## config.mk

```make
export PLATFORM = sky130hd
export DESIGN_NAME = lab3_dg_keypad_emu_flat
export DESIGN_NICKNAME = d
export VERILOG_FILES = /design/src/rtl/lab3_dg_keypad_emu_if.sv /design/src/rtl/lab3_dg_keypad_emu.sv /design/src/flat_wrapper.sv
export SDC_FILE = /design/constraint.sdc
export NUM_CORES = 1
export LEC_CHECK = 0
export CAP_MARGIN = 20
export CORE_UTILIZATION = 58
export CTS_BUF_LIST = sky130_fd_sc_hd__clkbuf_8
export CTS_CLUSTER_DIAMETER = 60
export DETAILED_ROUTE_END_ITERATION = 7
export PLACE_DENSITY = 0.79
export SETUP_SLACK_MARGIN = 0.4
export SLEW_MARGIN = 20
export SYNTH_ARGS = -nofsm -noshare
export SYNTH_HDL_FRONTEND = slang
export SYNTH_SLANG_ARGS = --single-unit
export TNS_END_PERCENT = 50
```

## constraint.sdc

```tcl
create_clock -name int_osc -period 2 [get_ports int_osc]
set_input_delay 0.5 -clock int_osc [delete_from_list [all_inputs] [get_ports int_osc]]
set_output_delay 0.5 -clock int_osc [all_outputs]
set_load 0.05 [all_outputs]
```

## src/rtl/lab3_dg_keypad_emu_if.sv

```systemverilog
// Keypad emulator command/matrix bundle.
// master: command source plus scanner column drive; slave: the emulator.
interface lab3_dg_keypad_emu_if;
  logic [3:0] cols;
  logic [3:0] key;
  logic       start;
  logic [3:0] rows;
  logic       busy;
  logic       done;

  modport master (output cols, key, start, input rows, busy, done);
  modport slave  (input cols, key, start, output rows, busy, done);
endinterface

```

## src/rtl/lab3_dg_keypad_emu.sv

```systemverilog
// Passive 4x4 keypad emulator: answers active-low column drive with
// active-low row levels for one commanded key, with optional contact bounce.
// Build option: define KEYPAD_EMU_BOUNCE_EN to include the bounce phases;
// without it a press is a clean HOLD followed by a clean GAP.
//
// state      | meaning
// IDLE       | open contact, waiting for start (also the default decode)
// BOUNCE_IN  | contact chatters while closing, closed first
// HOLD       | contact steadily closed
// BOUNCE_OUT | contact chatters while opening, open first
// GAP        | contact steadily open before a new command is accepted
module lab3_dg_keypad_emu #(
  parameter int BOUNCE_CYCLES = 240000,
  parameter int TOGGLE_CYCLES = 12000,
  parameter int HOLD_CYCLES   = 2400000,
  parameter int GAP_CYCLES    = 480000
) (
  input  logic                 int_osc,
  input  logic                 reset,
  lab3_dg_keypad_emu_if.slave  kp
);

  typedef enum logic [2:0] {IDLE, BOUNCE_IN, HOLD, BOUNCE_OUT, GAP} state_t;

  localparam logic [23:0] HOLD_LAST = 24'(HOLD_CYCLES - 1);
  localparam logic [23:0] GAP_LAST  = 24'(GAP_CYCLES - 1);

  state_t      state_q, state_d;
  logic [23:0] phase_q, phase_d;
  logic        contact_q, contact_d;
  logic        done_q, done_d;
  logic [1:0]  krow_q, krow_d;
  logic [1:0]  kcol_q, kcol_d;
  logic [3:0]  rows_w;

`ifdef KEYPAD_EMU_BOUNCE_EN
  localparam logic [23:0] BOUNCE_LAST = 24'(BOUNCE_CYCLES - 1);
  localparam logic [23:0] TOGGLE_LAST = 24'(TOGGLE_CYCLES - 1);
  logic [23:0] tog_q, tog_d;
`else
  // Bounce timing is accepted for interface compatibility but has no effect.
  logic [47:0] unused_bounce_params;
  assign unused_bounce_params = {24'(BOUNCE_CYCLES), 24'(TOGGLE_CYCLES)};
`endif

  // State, counters, contact and latched key registers.
  always_ff @(posedge int_osc or posedge reset) begin
    if (reset) begin
      state_q   <= IDLE;
      phase_q   <= '0;
      contact_q <= 1'b0;
      done_q    <= 1'b0;
      krow_q    <= '0;
      kcol_q    <= '0;
`ifdef KEYPAD_EMU_BOUNCE_EN
      tog_q     <= '0;
`endif
    end else begin
      state_q   <= state_d;
      phase_q   <= phase_d;
      contact_q <= contact_d;
      done_q    <= done_d;
      krow_q    <= krow_d;
      kcol_q    <= kcol_d;
`ifdef KEYPAD_EMU_BOUNCE_EN
      tog_q     <= tog_d;
`endif
    end
  end

  // Next-state, phase timing and contact behaviour; phase end beats a toggle.
  always_comb begin
    state_d   = state_q;
    phase_d   = phase_q + 24'd1;
    contact_d = contact_q;
    done_d    = 1'b0;
    krow_d    = krow_q;
    kcol_d    = kcol_q;
`ifdef KEYPAD_EMU_BOUNCE_EN
    tog_d     = tog_q + 24'd1;
`endif
    case (state_q)
`ifdef KEYPAD_EMU_BOUNCE_EN
      BOUNCE_IN: begin
        if (phase_q == BOUNCE_LAST) begin
          state_d   = HOLD;
          contact_d = 1'b1;
          phase_d   = '0;
          tog_d     = '0;
        end else if (tog_q == TOGGLE_LAST) begin
          contact_d = ~contact_q;
          tog_d     = '0;
        end
      end
      BOUNCE_OUT: begin
        if (phase_q == BOUNCE_LAST) begin
          state_d   = GAP;
          contact_d = 1'b0;
          phase_d   = '0;
          tog_d     = '0;
        end else if (tog_q == TOGGLE_LAST) begin
          contact_d = ~contact_q;
          tog_d     = '0;
        end
      end
`endif
      HOLD: begin
        contact_d = 1'b1;
        if (phase_q == HOLD_LAST) begin
`ifdef KEYPAD_EMU_BOUNCE_EN
          state_d = BOUNCE_OUT;
          tog_d   = '0;
`else
          state_d = GAP;
`endif
          contact_d = 1'b0;
          phase_d   = '0;
        end
      end
      GAP: begin
        contact_d = 1'b0;
        if (phase_q == GAP_LAST) begin
          state_d = IDLE;
          done_d  = 1'b1;
          phase_d = '0;
        end
      end
      default: begin
        contact_d = 1'b0;
        phase_d   = '0;
`ifdef KEYPAD_EMU_BOUNCE_EN
        tog_d     = '0;
`endif
        if (kp.start) begin
          krow_d    = kp.key[3:2];
          kcol_d    = kp.key[1:0];
          contact_d = 1'b1;
`ifdef KEYPAD_EMU_BOUNCE_EN
          state_d   = BOUNCE_IN;
`else
          state_d   = HOLD;
`endif
        end
      end
    endcase
  end

  // Zero-latency matrix: the latched row follows the latched column while closed.
  always_comb begin
    rows_w = 4'b1111;
    if (contact_q && !kp.cols[kcol_q]) rows_w[krow_q] = 1'b0;
  end

  assign kp.rows = rows_w;
  assign kp.busy = (state_q != IDLE);
  assign kp.done = done_q;

endmodule

```

## src/flat_wrapper.sv

```systemverilog
// flat-port wrapper written by rule: the top's interface ports become plain ports
module lab3_dg_keypad_emu_flat 
#(
  parameter int BOUNCE_CYCLES = 240000,
  parameter int TOGGLE_CYCLES = 12000,
  parameter int HOLD_CYCLES   = 2400000,
  parameter int GAP_CYCLES    = 480000
)
  (int_osc, reset, kp_cols, kp_key, kp_start, kp_rows, kp_busy, kp_done);
  lab3_dg_keypad_emu_if kp_i ();
  input  logic int_osc;
  input  logic reset;
  input wire logic [$bits(kp_i.cols)-1:0] kp_cols;
  input wire logic [$bits(kp_i.key)-1:0] kp_key;
  input wire logic [$bits(kp_i.start)-1:0] kp_start;
  output wire logic [$bits(kp_i.rows)-1:0] kp_rows;
  output wire logic [$bits(kp_i.busy)-1:0] kp_busy;
  output wire logic [$bits(kp_i.done)-1:0] kp_done;
  assign kp_i.cols = kp_cols;
  assign kp_i.key = kp_key;
  assign kp_i.start = kp_start;
  assign kp_rows = kp_i.rows;
  assign kp_busy = kp_i.busy;
  assign kp_done = kp_i.done;
  lab3_dg_keypad_emu #(.BOUNCE_CYCLES(BOUNCE_CYCLES), .TOGGLE_CYCLES(TOGGLE_CYCLES), .HOLD_CYCLES(HOLD_CYCLES), .GAP_CYCLES(GAP_CYCLES)) u_core (.int_osc(int_osc), .reset(reset), .kp(kp_i));
endmodule
```

==> impl_metrics.toml <==
[status]
outcome = "finished with violations"
violations = "negative setup slack"

[clock_tree]
clkSlewWorstSetupHoldPaths_ns = 0.07
cts_buffers = 5
clkLatencyLatePin_ns = 0.29
cts_tree = "built"
hold_buffers = 0
cts_sinks = 32
htreeDepth = 2
cts_root_buffer = "clkbuf_8"
clock_path_buffers = 2

[critical_path]
path_cells = "mux4_2 > nor2b_4 > nor2b_4 > nand2b_4 > buf_8"
r2r_end = "u_core.phase_q[2]$_DFF_PP0_"
reg2reg_from = "u_core.phase_q[20]$_DFF_PP0_"
crit_type = "reg -> out"
endpoint_kind = "output port"
cp_num_cells = 5
worstPathBufferInverterCount = 1
cp-startpoint = "u_core.kcol_q[0]$_DFFE_PP0P_"
reg2reg_depth = 8
cp.arrival_ns = 1.78
slowest_delay_ns = 0.55
crit_slowest_cell = "mux4_2"
ff2ff_setup_slack_ns = -0.09
cp_max_fo = 2
cp-start-kind = "register"
path_common_cell = "nor2b_4"
crit_family = "multiplexers"
required_ns = 1.50

[timing]
tightest_slew_ns = 0.479
timing.final.max_slew_violations = 0
timing.fmax_mhz = 439
finalSetupViolCount = 25
worst_hold_slack_ns = 0.568
fin_crit_ns = 2.28
slew-limit-headroom = 0.681
rsz0062_at_grt = "true"
final.setup.worst_slack_ns = -0.279
hold_viol = 0
period_share = 1.14
fin_skew_ns = 0.00545

[detailed_routing]
drcViolationCount = 0
drt-total-wl_um = 5950
viasPerCell = 6.68
vias = 1677
wl_per_cell_um = 23.7
ant_nets = 0
dr.pass1.iters = 5
drtIter0Drc = 110

[floorplan]
die_w_um = 55.8
initial_core_util = 0.610
rows = 19
dieArea_um2 = 3120
core_area_um2 = 2760
ioPinCount = 17
die_h_um = 55.8

[final_layout]
fin_nets = 234
syn2layout_area_growth_pct = 53.6
drive_above_1_share = 0.445
utilization = 0.937
diodes = 0
final_area_um2 = 2580

[yosys]
synthCells = 168
netlist_top_cells_count = "dfrtp_1 (32), nor2_1 (31), xnor2_1 (17), nand2_1 (10)"
seq_area_frac_synth = 0.476
synthTopCellsByArea = "dfrtp_1 (48%), xnor2_1 (8.9%), nor2_1 (6.9%)"
synth_nets = 183
syn_area_per_cell_um2 = 10.0
synth_cell_types = 32
synth_top_area_cell = "dfrtp_1"
synthArstFlopShare = 1.00
synth-main-ff-cell = "dfrtp_1"
ys_ff_latch = 32
yosys.area.top_type_share = 0.476
netlist_area_um2 = 1680
synth_edf_count = 0
synth_most_common_cell = "dfrtp_1"
ys.warnings.count = 0

[power]
p_per_area_nw_per_um2 = 1050
p_leak_nw = 0.990
finalPower_mw = 2.73
ir_worst_vdd_v = 0.00175

[placed_design]
place_hpwl_um = 2330
io_buffers = 16
gp_congestion = 0.781
place_area_um2 = 1910

[global_route]
grt_max_degree = 33
grtUsageTotal = 0.373
grt_pass1_wl_um = 8470
grt_pass1_vias = 1701
antenna_found_initial = 0
grt_overflow = 0

[worst_hold_path]
min_path_type = "reg -> reg"
hold_path_end = "u_core.kcol_q[1]$_DFFE_PP0P_"
min_from = "u_core.kcol_q[1]$_DFFE_PP0P_"
hold_depth = 1

[flow_run]
cap_viol_max_count = 0
how the worst max path moves through the flow:
stage / to / slack, ns
detailed placement: kp_rows[0] / -0.51
global route: kp_rows[0] / -0.32
CTS: kp_rows[0] / -0.25
floorplan: kp_rows[3] / -0.01
finish: kp_rows[0] / -0.28
global placement: kp_rows[0] / -0.45
cell usage in the layout (no fill, tap or decap), types with 2 or more instances in the layout:
master / Yosys / final
buf_16: 0 / 2
buf_4: 0 / 21
nor4bb_4: 0 / 3
or4_4: 1 / 2
buf_12: 0 / 4
nor2_2: 0 / 5
inv_1: 9 / 7
nor4_2: 0 / 2
buf_6: 2 / 7
ha_1: 4 / 2
nand4_1: 4 / 4
clkbuf_8: 0 / 6
nand3_1: 8 / 8
a21oi_1: 2 / 2
nor3_1: 9 / 5
nor2b_4: 0 / 2
xor2_1: 5 / 5
and4_1: 3 / 2
dfrtp_2: 0 / 4
nor2_1: 31 / 12
mux2_2: 4 / 4
dfrtp_1: 32 / 28
clkdlybuf4s50_1: 0 / 6
nor2_4: 0 / 14
clkdlybuf4s15_1: 0 / 4
nand2_1: 10 / 9
nand3b_1: 2 / 2
xnor2_1: 17 / 17
inv_2: 0 / 2
nor3_2: 0 / 4
sequential cells by signal (all words and copies together), names as in the netlist:
name / flops
u_core.kcol_q: 2
u_core.kp.done: 1
u_core.state_q: 2
u_core.contact_q: 1
u_core.phase_q: 24
u_core.krow_q: 2
metrics by stage:
stage,TNS [ns],cells,worst slack (ns)
6_report,-2.23,251,-0.279
5_1_grt,-3.02,251,-0.317
4_1_cts,-0.875,245,-0.249
3_5_place_dp,-1.68,215,-0.510
3_3_place_gp,-1.46,215,-0.448
2_1_floorplan,-0.0156,168,-0.0101
routing by layer:
layer	GRT usage	up-vias	routed length, um
li1	-	676	-
met5	0	-	0
met4	0.178	0	310
met2	0.666	109	3020
met1	0.426	854	2150
met3	0.0767	38	473
report_power, final:
| group | switching [mW] | total [mW] | internal (mW) |
|---|---|---|---|
| combinational | 0.685 | 1.40 | 0.714 |
| sequential | 0.0792 | 0.804 | 0.725 |
| clock | 0.249 | 0.523 | 0.274 |
final cells by class:
| type | instances | area, um^2 |
|---|---|---|
| multi-input cells | 124 | 1090 |
| inverters | 9 | 36.3 |
| repair buffers | 47 | 523 |
| well taps | 31 | 38.8 |
| flip-flops and latches | 32 | 806 |
| fillers | 85 | 174 |
| clock inverters | 2 | 11.3 |
| clock buffers | 6 | 82.6 |
cells by family (layout without fill, tap and decap cells):
group,after synthesis,after routing,synth area share
muxes,7,7,0.0521
and+or+nand+nor,84,84,0.257
xor gates and xnor gates,22,22,0.115
buffers and inverters,12,64,0.0365
DFF,32,32,0.476
adders and majority gates,4,4,0.0298
AOI/OAI and AO/OA,7,7,0.0342
timing repair:
action | 4_1_cts | 5_1_grt
gates cloned | 2 | 1
resized for setup | 70 | 15
setup buffers | 20 | 5
setup endpoints to repair | 33 | 34
pin swaps | 38 | 16
(Power assumes the default switching activity.)
